## src/rtl/core_sequencer.sv

```systemverilog
// Fetch/decode/execute/writeback control FSM for the SwitchMCU core.
// Optional performance counters are enabled by defining SEQ_PERF_CNT_EN.
module core_sequencer #(
  parameter logic [31:0] RESET_PC      = 32'h0000_0000,
  parameter int unsigned FETCH_TIMEOUT = 15
) (
  input  logic        clk,
  input  logic        reset,
  input  logic        start,
  output logic        imem_req_o,
  output logic [31:0] imem_addr_o,
  input  logic        imem_ack_i,
  input  logic [31:0] imem_data_i,
  output logic [31:0] instruction_o,
  output logic [31:0] pc_o,
  output logic        en_o,
  output logic        wb_en_o,
  input  logic        branch_inst_i,
  input  logic        jump_inst_i,
  input  logic [31:0] target_i,
  output logic        busy_o,
  output logic        halted_o,
  output logic        fault_o
`ifdef SEQ_PERF_CNT_EN
  ,
  output logic [31:0] cycle_cnt_o,
  output logic [31:0] retired_cnt_o
`endif
);

  typedef enum logic [2:0] {
    S_IDLE,
    S_FETCH,
    S_DECODE,
    S_EXECUTE,
    S_WRITEBACK,
    S_HALT
  } state_t;

  localparam logic [31:0] INSTR_EBREAK = 32'h0010_0073;
  localparam logic [3:0]  TO_LIMIT     = 4'(FETCH_TIMEOUT);

  state_t      state_q, state_d;
  logic [31:0] pc_q, pc_d;
  logic [31:0] next_pc_q, next_pc_d;
  logic [31:0] instr_q, instr_d;
  logic        fault_q, fault_d;
  logic [3:0]  to_cnt_q, to_cnt_d;
  logic        req_q, req_d;
  logic        en_q, en_d;
  logic        wb_en_q, wb_en_d;
  logic        busy_q, busy_d;
  logic        halted_q, halted_d;
  logic        redirect;

  always_comb begin
    state_d   = state_q;
    pc_d      = pc_q;
    next_pc_d = next_pc_q;
    instr_d   = instr_q;
    fault_d   = fault_q;
    to_cnt_d  = to_cnt_q;
    redirect  = branch_inst_i | jump_inst_i;

    case (state_q)
      S_IDLE: begin
        if (start) begin
          pc_d     = RESET_PC;
          fault_d  = 1'b0;
          to_cnt_d = 4'd0;
          state_d  = S_FETCH;
        end
      end
      S_FETCH: begin
        if (imem_ack_i) begin
          instr_d  = imem_data_i;
          to_cnt_d = 4'd0;
          state_d  = S_DECODE;
        end else begin
          to_cnt_d = to_cnt_q + 4'd1;
          if (to_cnt_d == TO_LIMIT) begin
            fault_d = 1'b1;
            state_d = S_HALT;
          end
        end
      end
      S_DECODE: begin
        if (instr_q == INSTR_EBREAK || instr_q == 32'h0000_0000) begin
          state_d = S_HALT;
        end else begin
          state_d = S_EXECUTE;
        end
      end
      S_EXECUTE: begin
        next_pc_d = redirect ? target_i : pc_q + 32'd4;
        // A misaligned redirect never reaches writeback.
        if (redirect && target_i[1:0] != 2'b00) begin
          fault_d = 1'b1;
          state_d = S_HALT;
        end else begin
          state_d = S_WRITEBACK;
        end
      end
      S_WRITEBACK: begin
        pc_d     = next_pc_q;
        to_cnt_d = 4'd0;
        state_d  = S_FETCH;
      end
      S_HALT: state_d = S_HALT;
      default: state_d = S_IDLE;
    endcase

    // Strobes are decoded from the next state so they register in step with it.
    req_d    = (state_d == S_FETCH);
    en_d     = (state_d == S_DECODE) || (state_d == S_EXECUTE);
    wb_en_d  = (state_d == S_WRITEBACK);
    busy_d   = (state_d != S_IDLE) && (state_d != S_HALT);
    halted_d = (state_d == S_HALT);
  end

  always_ff @(posedge clk) begin
    if (reset) begin
      state_q   <= S_IDLE;
      pc_q      <= RESET_PC;
      next_pc_q <= RESET_PC;
      instr_q   <= 32'h0000_0000;
      fault_q   <= 1'b0;
      to_cnt_q  <= 4'd0;
      req_q     <= 1'b0;
      en_q      <= 1'b0;
      wb_en_q   <= 1'b0;
      busy_q    <= 1'b0;
      halted_q  <= 1'b0;
    end else begin
      state_q   <= state_d;
      pc_q      <= pc_d;
      next_pc_q <= next_pc_d;
      instr_q   <= instr_d;
      fault_q   <= fault_d;
      to_cnt_q  <= to_cnt_d;
      req_q     <= req_d;
      en_q      <= en_d;
      wb_en_q   <= wb_en_d;
      busy_q    <= busy_d;
      halted_q  <= halted_d;
    end
  end

  assign imem_req_o    = req_q;
  assign imem_addr_o   = pc_q;
  assign pc_o          = pc_q;
  assign instruction_o = instr_q;
  assign en_o          = en_q;
  assign wb_en_o       = wb_en_q;
  assign busy_o        = busy_q;
  assign halted_o      = halted_q;
  assign fault_o       = fault_q;

`ifdef SEQ_PERF_CNT_EN
  logic [31:0] cycle_cnt_q, cycle_cnt_d;
  logic [31:0] retired_cnt_q, retired_cnt_d;

  always_comb begin
    cycle_cnt_d   = cycle_cnt_q + {31'd0, busy_q};
    retired_cnt_d = retired_cnt_q + {31'd0, wb_en_q};
  end

  always_ff @(posedge clk) begin
    if (reset) begin
      cycle_cnt_q   <= 32'd0;
      retired_cnt_q <= 32'd0;
    end else begin
      cycle_cnt_q   <= cycle_cnt_d;
      retired_cnt_q <= retired_cnt_d;
    end
  end

  assign cycle_cnt_o   = cycle_cnt_q;
  assign retired_cnt_o = retired_cnt_q;
`endif

endmodule

```

## config.mk

```make
export PLATFORM = sky130hd
export DESIGN_NAME = core_sequencer
export DESIGN_NICKNAME = d
export VERILOG_FILES = /design/src/rtl/core_sequencer.sv
export SDC_FILE = /design/constraint.sdc
export NUM_CORES = 1
export LEC_CHECK = 0
export BUFFER_PORTS_ARGS = -buffer_cell sky130_fd_sc_hd__clkbuf_2
export CORE_UTILIZATION = 51
export DETAILED_ROUTE_END_ITERATION = 8
export PLACE_DENSITY_LB_ADDON = 0.12
export SYNTH_ARGS = -nofsm -noshare
export SYNTH_HDL_FRONTEND = slang
export SYNTH_SLANG_ARGS = --single-unit
```

## constraint.sdc

```tcl
create_clock -name clk -period 2.2 [get_ports clk]
set_input_delay 0 -clock clk [delete_from_list [all_inputs] [get_ports clk]]
set_output_delay 0 -clock clk [all_outputs]
set_load 0.01 [all_outputs]
```

==> results of run 1 <==
==> tightest hold or removal path: stages <==
cell and delay, ns:
clkbuf_2 0.14, inv_1 0.09, nand3_1 0.07, a21oi_1 0.06
==> final cells by class <==
type | instances | area share
multi-input cells | 452 | 0.3809
flip-flops and latches | 109 | 0.3335
repair buffers | 233 | 0.2205
well taps | 133 | 0.02542
clock buffers | 9 | 0.01892
clock inverters | 7 | 0.01624
inverters | 8 | 0.004586
==> power groups by stage <==
stage,combinational [W],clock (W),sequential [W]
after floorplan,0.000255,0,0.00212
after global placement,0.000436,0,0.00211
after detailed placement,0.000442,0,0.00212
after CTS,0.000511,0.00140,0.00207
after global routing,0.000570,0.00147,0.00208
final,0.000515,0.00137,0.00207
==> synthesized netlist by cell type (4+ instances only) <==
library cell	instances	area [µm²]
nand2_1	107	401.6
a21oi_1	65	325.3
nand2b_1	4	25.02
clkbuf_1	39	146.4
nand3_1	16	80.08
xor2_1	14	122.6
nor3_1	6	30.03
nand4_1	14	87.58
nor2_1	73	274.0
o31ai_1	4	30.03
buf_4	32	240.2
and3_1	10	62.56
o21ai_0	11	55.05
or3_1	5	31.28
nor4_1	13	81.33
and4_1	6	52.55
a31oi_1	7	43.79
nor2b_1	5	31.28
dfxtp_1	109	2182
xnor2_1	8	70.07
inv_1	8	30.03
buf_2	4	20.02
a211o_1	7	61.31
a22oi_1	32	240.2
o22ai_1	8	50.05
==> metal layers <==
metal	track usage	share of wire	vias up
li1	-	-	2559
met4	0.08242	0.021	0
met5	0	0	-
met1	0.3587	0.43	2441
met3	0.05062	0.061	27
met2	0.4621	0.49	206
==> sequential cells by signal, indices dropped and copies added (netlist names) <==
| name | count |
|---|---|
| imem_addr_o | 32 |
| instruction_o | 32 |
| next_pc_q | 32 |
| to_cnt_q | 4 |
| state_q | 3 |
| busy_o | 1 |
| en_o | 1 |
| fault_o | 1 |
| halted_o | 1 |
| imem_req_o | 1 |
| wb_en_o | 1 |
==> cells by family (layout without fill, tap and decap cells) <==
family,after synthesis,count (layout)
AOI/OAI and AO/OA,155,155
xor gates and xnor gates,22,22
adders and majority gates,3,3
buffers and inverters,83,257
DFF,109,109
and+or+nand+nor,272,272
==> through the flow <==
step	setup WS, ns	total power (W)	area (µm²)
6_report	0.1237	0.003959	6548
5_1_grt	0.004031	0.004123	6548
4_1_cts	0.07145	0.003983	6544
3_5_place_dp	0.1168	0.002558	5833
3_3_place_gp	0.2256	0.002549	5833
2_1_floorplan	0.2522	0.002375	5102
==> worst min-delay path by stage <==
| stage | start | cells after the start | to | slack [ns] |
|---|---|---|---|---|
| after floorplan | imem_data_i[10] | 2 | instruction_o[10] | 0.14 |
| after detailed placement | imem_data_i[17] | 3 | instruction_o[17] | 0.23 |
| after global routing | target_i[27] | 4 | next_pc_q[27] | 0.03 |
| after CTS | imem_ack_i | 4 | to_cnt_q[2] | 0.02 |
| after global placement | imem_data_i[23] | 3 | instruction_o[23] | 0.22 |
| final | imem_ack_i | 4 | to_cnt_q[2] | 0.03 |
==> what timing repair did <==
action                                  4_1_cts  5_1_grt
hold buffers                                 48        0
gates resized for setup                       0        2
endpoints found under the setup margin        0        4
endpoints found under the hold margin        48        0
==> metrics.csv, run 1 <==
stage,metric,value,unit
floorplan,rows,36,
critical_path,rrSetupSlack,0.12,ns
finish,register_area,2183,µm²
floorplan,ioPinCount,172,
sta,tns,0,ns
floorplan,die_h,102.0,µm
yosys,yosysUniqueCellTypes,47,
yosys,synth.cell_area,5102,µm²
clock_tree,clk_pin_slew,0.11,ns
grt,grt_pass1_vias,4717,
finish,layout_commonest_cell,clkbuf_2,
finish,instances_no_fill,951,
clock_tree,cts.sinks,109,
placed_design,hpwl,9018,µm
power,seq_power_share,0.523,
clock_tree,cts_buffers,9,
power,peakVddDrop,387.3,µV
yosys,synthArstFlopShare,0,
power,pwr-share-clk,0.347,
detailed_routing,wirelength,14040,µm
detailed_routing,viasPerCell,5.503,
yosys,synth_xor_area_frac,0.03776,
critical_path,critPathLaunch,imem_addr_o[3],
critical_path,critical_path.max_stage_delay,0.50,ns
power,p_leak,2.711,nW
floorplan,die-area,10410,µm²
clock_tree,cts_buffer_depth,2,
yosys,synth-edff-count,0,
detailed_routing,antenna_left,0,
yosys,muxShareOfSynthArea,0,
floorplan,die_w,102.0,µm
sta,post-route-min-period,2.076,ns
yosys,synth_compound_area_frac,0.1927,
power,switching_share,0.2655,
yosys,syn_avg_cell_area,7.923,µm²
sta,holdWs,0.02624,ns
sta,rsz0062_at_grt,no,
critical_path,worstPathCellList,ha_1 > nand3_2 > or2_4 > or4_1 > a31oi_1 > a22o_2,
critical_path,path_delay_family,simple AND/OR/NAND/NOR gates,
outcome,status,completed,
placed_design,dp.cells,887,
sta,slew_viol_final,0,
finish,multi_input_comb_area,2494,µm²
hold_path,hp-class,in2reg,
yosys,synth_top_family_by_area,simple AND/OR/NAND/NOR gates,
grt,gr-total-overflow,0,
clock_tree,post-cts-setup-buffer-count,0,
detailed_routing,dr.pass1.iters,5,
floorplan,coreArea,9729,µm²
clock_tree,clkLatencyLatePin,0.37,ns
critical_path,r2r-end,next_pc_q[22],
power,netSwitchingPower,0.001051,W
critical_path,arrival,2.39,ns
grt,grt_usage,0.2747,
yosys,yosysWarnings,0,
power,power.share.combinational,0.130,
sta,hold_viol_final,0,
yosys,seq_area_frac_synth,0.4277,
grt,grt_pass1_wl,22610,µm
sta,fin_crit_sh,0.9438,
clock_tree,cts_tree,done,
finish,fillers,893,
finish,layout_common_cells,"170 x clkbuf_2, 108 x dfxtp_1, 107 x nand2_1, 71 x nor2_1, 65 x a21oi_1",
sta,setup_viol,0,
yosys,synth_ff_type,dfxtp_1,
power,p_int,0.002908,W
sta,max_freq,481.6,MHz
grt,antenna_found_initial,0,
critical_path,slowest_stage,or4_1,
critical_path,cp-start-kind,register,
placed_design,port_buffers,171,
finish,finish.utilization,0.6730,
sta,tightest_slew,0.6780,ns
floorplan,start_util,0.5244,
critical_path,worstPathRequired,2.52,ns
finish,nets,886,
clock_tree,clockRootBuffer,clkbuf_8,
critical_path,crit_type,reg2reg,
critical_path,crit_buf_inv,0,
critical_path,cp-endpoint,next_pc_q[22],
yosys,syn_inst,644,
critical_path,cp_max_fo,8,
power,p_per_area,604.6,nW/µm²
yosys,synthSimpleGateAreaFrac,0.2489,
clock_tree,htreeDepth,3,
grt,grt_max_degree,69,
critical_path,rr_worst_depth,6,
sta,slew_headroom,0.5480,
job,drv_cap,0,
critical_path,end_kind,register,
critical_path,crit_cells,6,
finish,antennaDiodeCount,0,
finish,area.growth.synth_to_final,28.32,%
detailed_routing,route.detailed.drc,0,
detailed_routing,vias,5233,
yosys,syn_nets,717,
yosys,yosys_register_bits,109,
yosys,synthAdderAreaFrac,0.007357,
detailed_routing,drt_iter0_markers,217,
placed_design,gp_congestion,0.8707,
critical_path,r2r_start,imem_addr_o[3],
detailed_routing,wl_per_cell,14.76,µm
sta,finalClockSkew,0.01622,ns
finish,drive_gt1_frac,0.2653,
No activity file was read; power rests on OpenSTA's default activity.
==> inputs of run 2 (changes only) <==
CORE_UTILIZATION = 54   (was 51)
clock period = 2.5 ns   (was 2.2 ns; I/O delays follow)
==> metrics.csv, run 2 (synthesized netlist as in run 1, its figures left out) <==
stage,metric,value,unit
outcome,status,completed,
sta,tightest_slew,0.5683,ns
grt,antenna_found_initial,0,
sta,finalClockSkew,0.01536,ns
critical_path,cp-start-kind,register,
placed_design,dp.cells,862,
finish,area.growth.synth_to_final,26.51,%
placed_design,gp_congestion,0.9011,
sta,slew_viol_final,0,
clock_tree,cts_buffer_depth,2,
critical_path,cp_max_fo,8,
sta,setup_viol,0,
clock_tree,htreeDepth,3,
detailed_routing,antenna_left,0,
grt,gr-total-overflow,0,
finish,design_area,6455,µm²
detailed_routing,vias,5309,
sta,max_freq,478.7,MHz
critical_path,crit_type,reg2reg,
detailed_routing,wirelength,14310,µm
finish,instances_no_fill,926,
clock_tree,cts.sinks,109,
floorplan,die-area,9842,µm²
floorplan,rows,35,
detailed_routing,route.detailed.drc,0,
placed_design,pre_cts_ws,0.4559,ns
clock_tree,clk_pin_slew,0.12,ns
placed_design,hpwl,9113,µm
floorplan,die_h,99.21,µm
critical_path,end_kind,register,
grt,grt_pass1_wl,23420,µm
detailed_routing,drt_iter0_markers,308,
detailed_routing,dr.pass1.iters,5,
power,p_leak,2.676,nW
critical_path,arrival,2.43,ns
finish,antennaDiodeCount,0,
sta,post-route-min-period,2.089,ns
finish,layout_commonest_cell,clkbuf_2,
power,p_per_area,516.9,nW/µm²
critical_path,critical_path.max_stage_delay,0.49,ns
floorplan,coreArea,9196,µm²
clock_tree,clkLatencyLatePin,0.38,ns
grt,grt_usage,0.2966,
sta,tns,0,ns
placed_design,port_buffers,171,
clock_tree,clockRootBuffer,clkbuf_8,
sta,rsz0062_at_grt,no,
sta,fin_crit_sh,0.8355,
finish,nets,883,
finish,layout_common_cells,"170 x clkbuf_2, 109 x dfxtp_1, 107 x nand2_1, 72 x nor2_1, 65 x a21oi_1",
floorplan,die_w,99.21,µm
detailed_routing,wl_per_cell,15.45,µm
power,peakVddDrop,315.9,µV
placed_design,placed_area,5783,µm²
floorplan,ioPinCount,172,
hold_path,hp-class,in2reg,
clock_tree,cts_buffers,9,
grt,grt_max_degree,45,
detailed_routing,viasPerCell,5.733,
critical_path,slowest_stage,or4_1,
critical_path,worstPathRequired,2.84,ns
clock_tree,cts_tree,done,
finish,drive_gt1_frac,0.2601,
floorplan,start_util,0.5548,
sta,hold_viol_final,0,
sta,setup_ws,0.4112,ns
job,drv_cap,0,
grt,grt_pass1_vias,4912,
critical_path,worstPathCellList,ha_1 > nand3_2 > or2_4 > or4_1 > a31oi_1 > a22o_2,
sta,slew_headroom,0.6211,
-- run 2: changes by cell type in the layout (fill, tap and decap cells not counted) --
cell       delta
nor2_1        +1
dfxtp_2       -1
nor2_2        -1
buf_4         -3
clkinv_8      +1
inv_6         +1
clkinv_4      -1
bufinv_16     -2
clkinv_2      +1
dfxtp_1       +1
-- run 2: cell type report --
cell class | instances | area (µm²)
clock buffers | 9 | 123.9
flip-flops and latches | 109 | 2182
clock inverters | 7 | 67.56
repair buffers | 230 | 1421
inverters | 8 | 30.03
multi-input cells | 452 | 2491
fillers | 773 | 2741
well taps | 111 | 138.9
-- run 2: worst max-delay path: cells and delay by family (launching register included) --
kind | cells | cell delay (ns)
AOI/OAI and AO/OA | 2 | 0.32
DFF | 1 | 0.48
adders and majority gates | 1 | 0.25
and+or+nand+nor | 3 | 0.99
-- run 2: worst paths after layout --
path,cells after the start,from,to,slack [ns]
worst max-delay path,6,imem_addr_o[3],next_pc_q[22],0.41
worst min-delay path,4,target_i[24],next_pc_q[24],0.02
worst max register to register,6,imem_addr_o[3],next_pc_q[22],0.41
worst min register to register,2,next_pc_q[8],next_pc_q[8],0.46
-- run 2: timing repair --
action	in CTS	in global routing
hold buffers	48	0
buffers inserted	0	0
endpoints found under the hold margin	50	0
gates resized for setup	0	0
-- run 2: routing by layer --
metal	track usage	vias up	routed length [µm]
met2	0.4706	268	6722
li1	-	2551	-
met4	0.1256	0	408
met3	0.06887	37	1059
met1	0.3882	2453	6114
met5	0	-	0
-- run 2: stage by stage --
stage / hold slack (ns) / utilization / total power (W)
finish: 0.02118 / 0.7019 / 0.003336
global placement: 0.2229 / 0.6288 / 0.002246
CTS: 0.002724 / 0.7019 / 0.003346
global route: 0.01325 / 0.7019 / 0.003484
floorplan: 0.1360 / - / 0.002090
detailed placement: 0.2311 / 0.6288 / 0.002256
-- run 2: where the power goes --
part / switching, W / internal, W / leakage [nW]
Combinational: 0.000265 / 0.000198 / 1.70
Sequential: 0.0000405 / 0.00178 / 0.881
Clock: 0.000662 / 0.000388 / 0.0989
Total: 0.000967 / 0.00237 / 2.68
